--- src/rtl/traffic_pkg.sv ---
`default_nettype none
// ============================================================================
// Module      : traffic_pkg
// Description : Encodings shared by the interval timer and the light
//               controller: register selector, interval select, timer
//               state codes and a helper for the double-base interval.
// Revision    : 1.0 - initial release
// ============================================================================
package traffic_pkg;

  typedef logic [1:0] param_sel_t;
  typedef logic [1:0] interval_sel_t;

  // Register selector used with reprogram
  localparam param_sel_t SEL_BASE     = 2'b00;
  localparam param_sel_t SEL_EXTENDED = 2'b01;
  localparam param_sel_t SEL_YELLOW   = 2'b10;
  localparam param_sel_t SEL_RESERVED = 2'b11;

  // Interval chosen when timing starts
  localparam interval_sel_t INT_BASE        = 2'b00;
  localparam interval_sel_t INT_EXTENDED    = 2'b01;
  localparam interval_sel_t INT_YELLOW      = 2'b10;
  localparam interval_sel_t INT_DOUBLE_BASE = 2'b11;

  // Timer FSM states
  localparam logic [0:0] TMR_IDLE  = 1'b0;
  localparam logic [0:0] TMR_COUNT = 1'b1;

  // 2 x a 4-bit interval always fits in 5 bits (max 30)
  function automatic logic [4:0] double_interval(input logic [3:0] value);
    return {value, 1'b0};
  endfunction

endpackage
`default_nettype wire

--- src/rtl/interval_timer_if.sv ---
`default_nettype none
// ============================================================================
// Module      : interval_timer_if
// Description : Control/status bundle between the light controller (master)
//               and the interval timer (slave).
//               reprogram / time_parameter_selector / time_value : register write
//               start_timer / interval_select                     : start request
//               expired / busy / seconds_left                     : timer status
// Revision    : 1.0 - initial release
// ============================================================================
interface interval_timer_if;
  import traffic_pkg::*;

  logic          reprogram;
  param_sel_t    time_parameter_selector;
  logic [3:0]    time_value;
  logic          start_timer;
  interval_sel_t interval_select;
  logic          expired;
  logic          busy;
  logic [4:0]    seconds_left;

  modport master (
    output reprogram, time_parameter_selector, time_value,
    output start_timer, interval_select,
    input  expired, busy, seconds_left
  );

  modport slave (
    input  reprogram, time_parameter_selector, time_value,
    input  start_timer, interval_select,
    output expired, busy, seconds_left
  );

endinterface
`default_nettype wire

--- src/rtl/second_tick_gen.sv ---
`default_nettype none
// ============================================================================
// Module      : second_tick_gen
// Description : Clock divider producing a one-cycle tick every
//               CLOCKS_PER_SECOND enabled cycles.
//               clock, reset : system clock, synchronous active-high reset
//               enable       : count this cycle
//               clear        : restart the count from zero (wins over enable)
//               tick         : high in the cycle the count is at its last value
// Revision    : 1.0 - initial release
// ============================================================================
module second_tick_gen #(
  parameter int CLOCKS_PER_SECOND = 50000000
) (
  input  wire logic clock,
  input  wire logic reset,
  input  wire logic enable,
  input  wire logic clear,
  output logic      tick
);

  localparam int                 c_div_w    = $clog2(CLOCKS_PER_SECOND);
  localparam logic [c_div_w-1:0] c_terminal = c_div_w'(CLOCKS_PER_SECOND - 1);

  logic [c_div_w-1:0] r_count;

  assign tick = enable && (r_count == c_terminal);

  always_ff @(posedge clock) begin
    if (reset || clear) begin
      r_count <= '0;
    end else if (enable) begin
      r_count <= tick ? '0 : r_count + c_div_w'(1);
    end
  end

endmodule
`default_nettype wire

--- src/rtl/interval_timer.sv ---
`default_nettype none
// ============================================================================
// Module      : interval_timer
// Description : Programmable seconds timer for the traffic light controller.
//               Holds base / extended / yellow intervals, counts the selected
//               one down once per second and pulses expired at the end.
//               clock, reset : system clock, synchronous active-high reset
//               bus (slave)  : reprogram/start requests in, expired/busy/
//                              seconds_left status out
// Revision    : 1.0 - initial release
// ============================================================================
module interval_timer
  import traffic_pkg::*;
#(
  parameter int CLOCKS_PER_SECOND = 50000000,
  parameter int DEFAULT_BASE      = 6,
  parameter int DEFAULT_EXTENDED  = 3,
  parameter int DEFAULT_YELLOW    = 2
) (
  input wire logic         clock,
  input wire logic         reset,
  interval_timer_if.slave  bus
);

  localparam logic [3:0] c_default_base     = 4'(DEFAULT_BASE);
  localparam logic [3:0] c_default_extended = 4'(DEFAULT_EXTENDED);
  localparam logic [3:0] c_default_yellow   = 4'(DEFAULT_YELLOW);

  logic [0:0] r_state;
  logic [4:0] r_seconds_left;
  logic [3:0] r_base;
  logic [3:0] r_extended;
  logic [3:0] r_yellow;

  logic       w_tick;
  logic       w_counting;
  logic       w_write_ok;
  logic       w_start;
  logic [4:0] w_selected;

  assign w_counting = (r_state == TMR_COUNT);
  // Zero or reserved-slot writes are dropped so a loaded interval is never 0
  assign w_write_ok = bus.reprogram
                   && (bus.time_parameter_selector != SEL_RESERVED)
                   && (bus.time_value != 4'd0);
  // Any reprogram aborts, so it also masks a simultaneous start
  assign w_start    = bus.start_timer && !bus.reprogram;

  always_comb begin
    w_selected = 5'd0;
    case (bus.interval_select)
      INT_BASE:     w_selected = {1'b0, r_base};
      INT_EXTENDED: w_selected = {1'b0, r_extended};
      INT_YELLOW:   w_selected = {1'b0, r_yellow};
      default:      w_selected = double_interval(r_base);
    endcase
  end

  second_tick_gen #(
    .CLOCKS_PER_SECOND (CLOCKS_PER_SECOND)
  ) u_second_tick_gen (
    .clock  (clock),
    .reset  (reset),
    .enable (w_counting),
    .clear  (w_start || bus.reprogram),
    .tick   (w_tick)
  );

  always_ff @(posedge clock) begin
    if (reset) begin
      r_state        <= TMR_IDLE;
      r_seconds_left <= 5'd0;
      r_base         <= c_default_base;
      r_extended     <= c_default_extended;
      r_yellow       <= c_default_yellow;
    end else begin
      if (w_write_ok) begin
        case (bus.time_parameter_selector)
          SEL_BASE:     r_base     <= bus.time_value;
          SEL_EXTENDED: r_extended <= bus.time_value;
          default:      r_yellow   <= bus.time_value;
        endcase
      end

      if (bus.reprogram) begin
        r_state        <= TMR_IDLE;
        r_seconds_left <= 5'd0;
      end else if (w_start) begin
        r_state        <= TMR_COUNT;
        r_seconds_left <= w_selected;
      end else if (w_counting && w_tick) begin
        r_seconds_left <= r_seconds_left - 5'd1;
        if (r_seconds_left == 5'd1) begin
          r_state <= TMR_IDLE;
        end
      end
    end
  end

  // Pulse in the final tick cycle unless that cycle is reset, aborted or
  // restarted, in which case the interval never completes.
  assign bus.expired      = w_counting && w_tick && (r_seconds_left == 5'd1)
                         && !reset && !bus.reprogram && !bus.start_timer;
  assign bus.busy         = w_counting;
  assign bus.seconds_left = r_seconds_left;

endmodule
`default_nettype wire

--- src/flat_wrapper.sv ---
// flat-port wrapper written by rule: the top's interface ports become plain ports
module interval_timer_flat import traffic_pkg::*;
#(
  parameter int CLOCKS_PER_SECOND = 50000000,
  parameter int DEFAULT_BASE      = 6,
  parameter int DEFAULT_EXTENDED  = 3,
  parameter int DEFAULT_YELLOW    = 2
)
  (clock, reset, bus_reprogram, bus_time_parameter_selector, bus_time_value, bus_start_timer, bus_interval_select, bus_expired, bus_busy, bus_seconds_left);
  interval_timer_if bus_i ();
  input wire logic clock;
  input wire logic reset;
  input wire logic [$bits(bus_i.reprogram)-1:0] bus_reprogram;
  input wire logic [$bits(bus_i.time_parameter_selector)-1:0] bus_time_parameter_selector;
  input wire logic [$bits(bus_i.time_value)-1:0] bus_time_value;
  input wire logic [$bits(bus_i.start_timer)-1:0] bus_start_timer;
  input wire logic [$bits(bus_i.interval_select)-1:0] bus_interval_select;
  output wire logic [$bits(bus_i.expired)-1:0] bus_expired;
  output wire logic [$bits(bus_i.busy)-1:0] bus_busy;
  output wire logic [$bits(bus_i.seconds_left)-1:0] bus_seconds_left;
  assign bus_i.reprogram = bus_reprogram;
  assign bus_i.time_parameter_selector = bus_time_parameter_selector;
  assign bus_i.time_value = bus_time_value;
  assign bus_i.start_timer = bus_start_timer;
  assign bus_i.interval_select = bus_interval_select;
  assign bus_expired = bus_i.expired;
  assign bus_busy = bus_i.busy;
  assign bus_seconds_left = bus_i.seconds_left;
  interval_timer #(.CLOCKS_PER_SECOND(CLOCKS_PER_SECOND), .DEFAULT_BASE(DEFAULT_BASE), .DEFAULT_EXTENDED(DEFAULT_EXTENDED), .DEFAULT_YELLOW(DEFAULT_YELLOW)) u_core (.clock(clock), .reset(reset), .bus(bus_i));
endmodule
--- config.mk ---
export PLATFORM = sky130hd
export DESIGN_NAME = interval_timer_flat
export DESIGN_NICKNAME = d
export VERILOG_FILES = /design/src/rtl/traffic_pkg.sv /design/src/rtl/interval_timer_if.sv /design/src/rtl/second_tick_gen.sv /design/src/rtl/interval_timer.sv /design/src/flat_wrapper.sv
export SDC_FILE = /design/constraint.sdc
export NUM_CORES = 1
export LEC_CHECK = 0
export ABC_AREA = 1
export CORE_ASPECT_RATIO = 1.2
export CORE_MARGIN = 2
export CORE_UTILIZATION = 58
export DETAILED_ROUTE_END_ITERATION = 6
export GPL_TIMING_DRIVEN = 0
export PLACE_DENSITY = 0.84
export SLEW_MARGIN = 10
export SYNTH_ARGS = -nofsm -noshare
export SYNTH_HDL_FRONTEND = slang
export SYNTH_SLANG_ARGS = --single-unit
--- constraint.sdc ---
create_clock -name clock -period 2.4 [get_ports clock]
set_input_delay 0.72 -clock clock [delete_from_list [all_inputs] [get_ports clock]]
set_output_delay 0.72 -clock clock [all_outputs]
set_load 0.05 [all_outputs]
After elaboration in Yosys (flattened, before gate mapping)
Index checks and enable logic that the tools add are counted.
{ "classes": {"add_sub_neg": 2, "eq_ne": 6, "muxes": 7, "n_bitwise": 1, "reduce_logical": 25} }
{ "op_table": {"columns": ["cell", "n"], "rows": [
  ["adder 26 x 1 -> 26 bit, second input constant", 1],
  ["== test 26 bit, second input constant", 1],
  ["2-to-1 mux 26 bit", 1],
  ["case mux 5 bit (3 select lines)", 1],
  ["2-to-1 mux 5 bit", 2],
  ["logical AND 1 bit", 9],
  ["AND reduction 2 bit", 4],
  ["== test 5 x 1 -> 1 bit, second input constant", 1],
  ["subtractor 5 x 1 -> 5 bit, second input constant", 1],
  ["== test 2 x 1 -> 1 bit, second input constant", 2],
  ["logical NOT 2 bit", 2],
  ["nonzero test 2 bit", 2],
  ["nonzero test 4 bit", 1],
  ["OR reduction 2 bit", 2],
  ["logical NOT 1 bit", 3],
  ["2-to-1 mux 1 bit", 3],
  ["== test 2 bit, second input constant", 1],
  ["logical OR 1 bit", 2],
  ["inequality test 2 bit, second input constant", 1],
  ["inverter 1 bit", 1]
]} }
{ "totals": {"reg_bits": 44, "out_inout_bits": 7, "wordCells": 47} }

Longest topological paths before layout
Gate-level depths: netlist of the first run.
{ "logic_depth": {"word_depth": 7, "depth_mapped": 10, "mapped_depth_nobuf": 10} }

Cells and area by module
From an unflattened synthesis of the first run, not the netlist that was laid out.
{ "unflattened": {"hier_cells": 392, "hier_area_um2": 2591.2} }
{ "modules_own_cells": {"columns": ["mod", "n_inst", "cells_each", "area_each_um2", "seq_area_each_um2"], "rows": [
  ["second_tick_gen", 1, 242, 1570.3, 520.5],
  ["interval_timer", 1, 150, 1021.0, 360.3]
]} }

Least setup slack after synthesis of the first run
No wires, ideal clock.
{ "synth_path": {"path_type": "input -> output", "start": "in bus_reprogram", "end": "out bus_expired", "arrival_ns": 2.213, "t_required_ns": 1.680, "path_slack_ns": -0.533, "path_stages": 7, "path_buffers": 0, "cell_sequence": "nor2_4 inv_2 nor2_4 inv_2 nor2_1 inv_1 nor4_2"} }
{ "synth_between": {"elab_chain_cells": 3} }
{ "synth_rtl": {"columns": ["item", "line_no", "source"], "rows": [
  ["start: declaration", "flat_wrapper.sv:13", "input wire logic [$bits(bus_i.reprogram)-1:0] bus_reprogram;"],
  ["logical NOT 1 bit", "interval_timer.sv:103", "&& !reset && !bus.reprogram && !bus.start_timer;"],
  ["logical AND 1 bit (2 in series)", "interval_timer.sv:103", null],
  ["end: declaration", "flat_wrapper.sv:18", "output wire logic [$bits(bus_i.expired)-1:0] bus_expired;"]
]} }
No other way between the ends.

Worst setup path after layout of the first run
{ "layout_path": {"start": "reg u_core.u_second_tick_gen.r_count[0]", "end": "out bus_expired"} }
{ "layout_between": {"elab_chain_cells": 7} }
{ "layout_rtl": {"columns": ["item", "line_no", "source"], "rows": [
  ["start: declaration", "second_tick_gen.sv:25", "logic [c_div_w-1:0] r_count;"],
  ["start signal: assignment", "second_tick_gen.sv:33", "r_count <= tick ? '0 : r_count + c_div_w'(1);"],
  ["== test 26 bit", "second_tick_gen.sv:27", "assign tick = enable && (r_count == c_terminal);"],
  ["logical AND 1 bit", "second_tick_gen.sv:27", null],
  ["logical AND 1 bit (2 in series)", "interval_timer.sv:102", "assign bus.expired = w_counting && w_tick && (r_seconds_left == 5'd1)"],
  ["logical AND 1 bit (3 in series)", "interval_timer.sv:103", null]
]} }
No other way between the ends.

==> results of run 1 <==
==> where the power goes <==
group	switching [mW]	internal (mW)
clock	0.268	0.233
sequential	0.0108	0.743
combinational	0.0946	0.0642
==> Yosys cell counts, types with 2 or more instances <==
cell type	number
sky130_fd_sc_hd__nand3b_1	3
sky130_fd_sc_hd__dfxtp_1	44
sky130_fd_sc_hd__inv_2	4
sky130_fd_sc_hd__nand2_1	100
sky130_fd_sc_hd__buf_2	2
sky130_fd_sc_hd__nand3_2	3
sky130_fd_sc_hd__nand4_1	7
sky130_fd_sc_hd__nand2_2	5
sky130_fd_sc_hd__ha_1	3
sky130_fd_sc_hd__nor2_2	6
sky130_fd_sc_hd__xor2_1	6
sky130_fd_sc_hd__nand3_1	35
sky130_fd_sc_hd__nor3_2	4
sky130_fd_sc_hd__nor2_4	7
sky130_fd_sc_hd__inv_1	47
sky130_fd_sc_hd__nor2_1	68
sky130_fd_sc_hd__a21boi_0	2
sky130_fd_sc_hd__nand2_4	3
sky130_fd_sc_hd__a21oi_1	15
sky130_fd_sc_hd__o21ai_0	10
sky130_fd_sc_hd__nor3_1	6
==> critical path: stages (launching register included) <==
cell	delay, ns
sky130_fd_sc_hd__dfxtp_2	0.36
sky130_fd_sc_hd__ha_4	0.14
sky130_fd_sc_hd__inv_2	0.04
sky130_fd_sc_hd__nor2_4	0.13
sky130_fd_sc_hd__nand3_2	0.07
sky130_fd_sc_hd__nand3b_1	0.23
sky130_fd_sc_hd__nor4_4	0.29
sky130_fd_sc_hd__buf_6	0.20
==> flip-flops by register name (all words and copies together), names as in the netlist <==
signal                            flops
u_core.bus.seconds_left               5
u_core.r_extended                     4
u_core.r_base                         4
u_core.u_second_tick_gen.r_count     26
u_core.bus.busy                       1
u_core.r_yellow                       4
==> area by class of cell <==
type	instances	share of cell area
multi-input cells	295	0.493
flip-flops and latches	44	0.286
repair buffers	31	0.0911
inverters	52	0.0638
clock buffers	6	0.0265
well taps	56	0.0225
plain buffers	4	0.0120
clock inverters	2	0.00482
==> metal layers <==
metal / GRT usage / vias up
met5: 0 / -
met4: 0.102 / 0
met3: 0.0449 / 13
met2: 0.488 / 83
met1: 0.291 / 1180
li1: - / 1320
==> metrics by stage <==
stage | util | cell area [sq um] | setup TNS (ns) | power [mW] | hold WS [ns]
after global placement | 0.668 | 2870 | -1.35 | 0.915 | 0.461
after global routing | 0.726 | 3120 | -0.148 | 1.47 | 0.501
after CTS | 0.714 | 3070 | -0.0608 | 1.42 | 0.473
after detailed placement | 0.668 | 2870 | -1.38 | 0.917 | 0.464
after floorplan | - | 2630 | -0.151 | 0.864 | 0.435
final | 0.726 | 3120 | -0.0869 | 1.41 | 0.472
==> what timing repair did <==
action / 4_1_cts / 5_1_grt
hold buffers: 0 / 0
setup buffers: 10 / 4
pin swaps: 5 / 5
resized for setup: 32 / 10
endpoints found under the setup margin: 1 / 1
endpoints found under the hold margin: 0 / 0
==> worst min-delay path by stage <==
stage	start	to	slack, ns
floorplan	u_core.r_yellow[3]	u_core.r_yellow[3]	0.43
global placement	u_core.r_base[0]	u_core.r_base[0]	0.46
detailed placement	u_core.r_extended[3]	u_core.r_extended[3]	0.46
CTS	u_core.r_extended[3]	u_core.r_extended[3]	0.47
global route	u_core.r_base[3]	u_core.r_base[3]	0.50
finish	u_core.r_extended[3]	u_core.r_extended[3]	0.47
==> cells by family after synthesis <==
| group | count (synthesis) | synth area share |
|---|---|---|
| flip-flops | 44 | 0.337 |
| adder cells (fa/ha/maj) | 3 | 0.0143 |
| buffers and inverters | 56 | 0.0894 |
| XOR/XNOR | 7 | 0.0234 |
| AO/OA/AOI/OAI | 31 | 0.0650 |
| AND/OR/NAND/NOR | 254 | 0.471 |
==> cell usage in the layout (no fill, tap or decap), drive strengths merged <==
cell	instances
a21oi	16
nor2	81
nand3	39
or2	1
a21boi	2
nand2	108
o21bai	1
clkdlybuf4s15	1
nor4	2
o21ai	10
ha	3
xor2	6
o22ai	1
inv	51
nand4	7
buf	21
xnor2	1
nand3b	3
clkinvlp	2
nor3	11
o211ai	1
clkdlybuf4s50	13
clkbuf	6
clkinv	1
nor3b	2
dfxtp	44
==> tab_implementation.tex, run 1 <==
\begin{tabular}{lr}
\hline
Metric & Value \\
\hline
\multicolumn{2}{l}{\textbf{Finish}} \\
Final std cells w/o fill & 490 \\
Layout cell share with drive strength beyond 1 & 0.196 \\
Number of antenna cells inserted & 0 \\
Post-layout nets & 448 \\
Fill cell instance count of the final layout & 370 \\
FF/Latch Area & 892 sq um \\
P\&R area growth vs syn & 19.2\% \\
Area of combinational cells with multiple inputs & 1540 sq um \\
\multicolumn{2}{l}{\textbf{Global routing}} \\
Global-route wire length before repair & 10500 um \\
Maximum number of pins on one net before global-route repair & 15 \\
Global route total overflow & 0 \\
Total Routing Usage GR & 0.263 \\
Initial antenna violation count & 0 \\
Number of global-route vias before repair & 2428 \\
\multicolumn{2}{l}{\textbf{Synth}} \\
Mapped Area & 2620 sq um \\
Largest area contributor in the synthesized netlist & sky130\_fd\_sc\_hd\_\_dfxtp\_1 \\
Count of distinct cell types in the synthesized netlist & 36 \\
Ys flop type & sky130\_fd\_sc\_hd\_\_dfxtp\_1 \\
Instance count of the mapped netlist & 395 \\
Flops \& latches, synth & 44 \\
Part of the Yosys area used for sequential elements & 0.337 \\
Post-synth top area share & 0.337 \\
Synthesized area per cell & 6.62 sq um \\
Async S/R FF share, synth & 0 \\
Post-synth net total & 410 \\
Number of synthesized flops with an enable pin & 0 \\
Yosys warning count & 0 \\
Top cells by area in the synthesized netlist & sky130\_fd\_sc\_hd\_\_dfxtp\_1 34\%, sky130\_fd\_sc\_hd\_\_nand2\_1 14\%, sky130\_fd\_sc\_hd\_\_nor2\_1 9.8\% \\
\multicolumn{2}{l}{\textbf{Clock network}} \\
Clock-pin slew on the worst setup and hold paths & 0.08 ns \\
Clock tree from TritonCTS & done \\
H-tree depth & 2 \\
TritonCTS buffer count & 5 \\
Largest buffer count on any clock path & 2 \\
Root Buffer Master & sky130\_fd\_sc\_hd\_\_clkbuf\_8 \\
Insertion delay of the later-clocked pin in the worst-skew pair & 0.31 ns \\
Total clock sinks & 44 \\
\multicolumn{2}{l}{\textbf{Placement}} \\
Half-perimeter wire length after placement & 4530 um \\
Number of cells in the design after placement & 468 \\
Worst slack at placement & -1.38 ns \\
Port Buf Inserts & 17 \\
Routability Congestion & 0.882 \\
\multicolumn{2}{l}{\textbf{Routing}} \\
Count of routing violations after the opening detailed-route iteration & 260 \\
Antenna Violating Nets Remaining & 0 \\
Total met3 wirelength after detailed routing & 314 um \\
Routed wire length per instance & 12.7 um \\
Metal-1 WL & 2470 um \\
Post-detailed-route via-to-cell ratio & 5.30 \\
Vias & 2596 \\
Total wire length after detailed routing & 6230 um \\
Met2 wire length & 3310 um \\
DR pass1 iterations & 5 \\
DRC violation count after routing & 0 \\
Highest metal layer used by the detailed router & met4 \\
\multicolumn{2}{l}{\textbf{Outcome}} \\
Violations in the final reports & setup timing \\
Outcome & finished with violations \\
\multicolumn{2}{l}{\textbf{Floorplanning}} \\
Cell row count & 26 \\
Core region area & 4290 sq um \\
Top-level port count & 19 \\
Overall die height & 77.6 um \\
Chip width & 65.3 um \\
Initial standard-cell utilization of the core & 0.609 \\
Total Die Area & 5070 sq um \\
\multicolumn{2}{l}{\textbf{Timing}} \\
Setup repair after global routing missed its margin & yes \\
Endpoints failing setup & 1 \\
Fin. Hold Viols & 0 \\
Setup clock skew after layout & 0.00910 ns \\
Share of the clock period used by the worst path after layout & 1.04 \\
Setup WS post-layout & -0.0869 ns \\
Final Max Slew Viols & 0 \\
Fmax & 0.402 GHz \\
Final critical-path required period & 2.49 ns \\
Worst slew margin relative to its limit & 0.669 \\
Worst-Margin Slew & 0.495 ns \\
\multicolumn{2}{l}{\textbf{Pwr}} \\
Maximum VDD drop & 0.344 mV \\
Reported leakage power & 1.30 nW \\
Pwr per Cell Area & 453 nW/um\^{}2 \\
\multicolumn{2}{l}{\textbf{Run}} \\
Max Cap Viol & 0 \\
\multicolumn{2}{l}{\textbf{Critical path}} \\
R2r setup slk & 0.82 ns \\
Capturing point of the worst reg2reg path & u\_core.u\_second\_tick\_gen.r\_count[15] \\
Reg2reg start & u\_core.u\_second\_tick\_gen.r\_count[19] \\
WS Path Type & reg2out \\
Worst setup path startpoint & u\_core.u\_second\_tick\_gen.r\_count[0] \\
Path depth of the worst reg2reg path & 9 \\
Data arrival at the endpoint of the critical path & 1.77 ns \\
Crit path max fanout & 3 \\
Crit path required time & 1.68 ns \\
Crit path capture type & output port \\
Type of origin of the critical path & flop \\
Crit path to & bus\_expired \\
\multicolumn{2}{l}{\textbf{Hold path}} \\
Class of the most critical hold timing path & reg2reg \\
Cell count of the worst hold path & 2 \\
\hline
\end{tabular}
No activity file was read; power rests on OpenSTA's default activity.
==> inputs of run 2 (changes only) <==
--- a/config.mk
+++ b/config.mk
@@ -6,6 +6,7 @@
 export NUM_CORES = 1
 export LEC_CHECK = 0
 export ABC_AREA = 1
+export CAP_MARGIN = 10
 export CORE_ASPECT_RATIO = 1.2
 export CORE_MARGIN = 2
 export CORE_UTILIZATION = 58
==> results of run 2 <==
Final layout, timing and power as in run 1 (identical DEF).
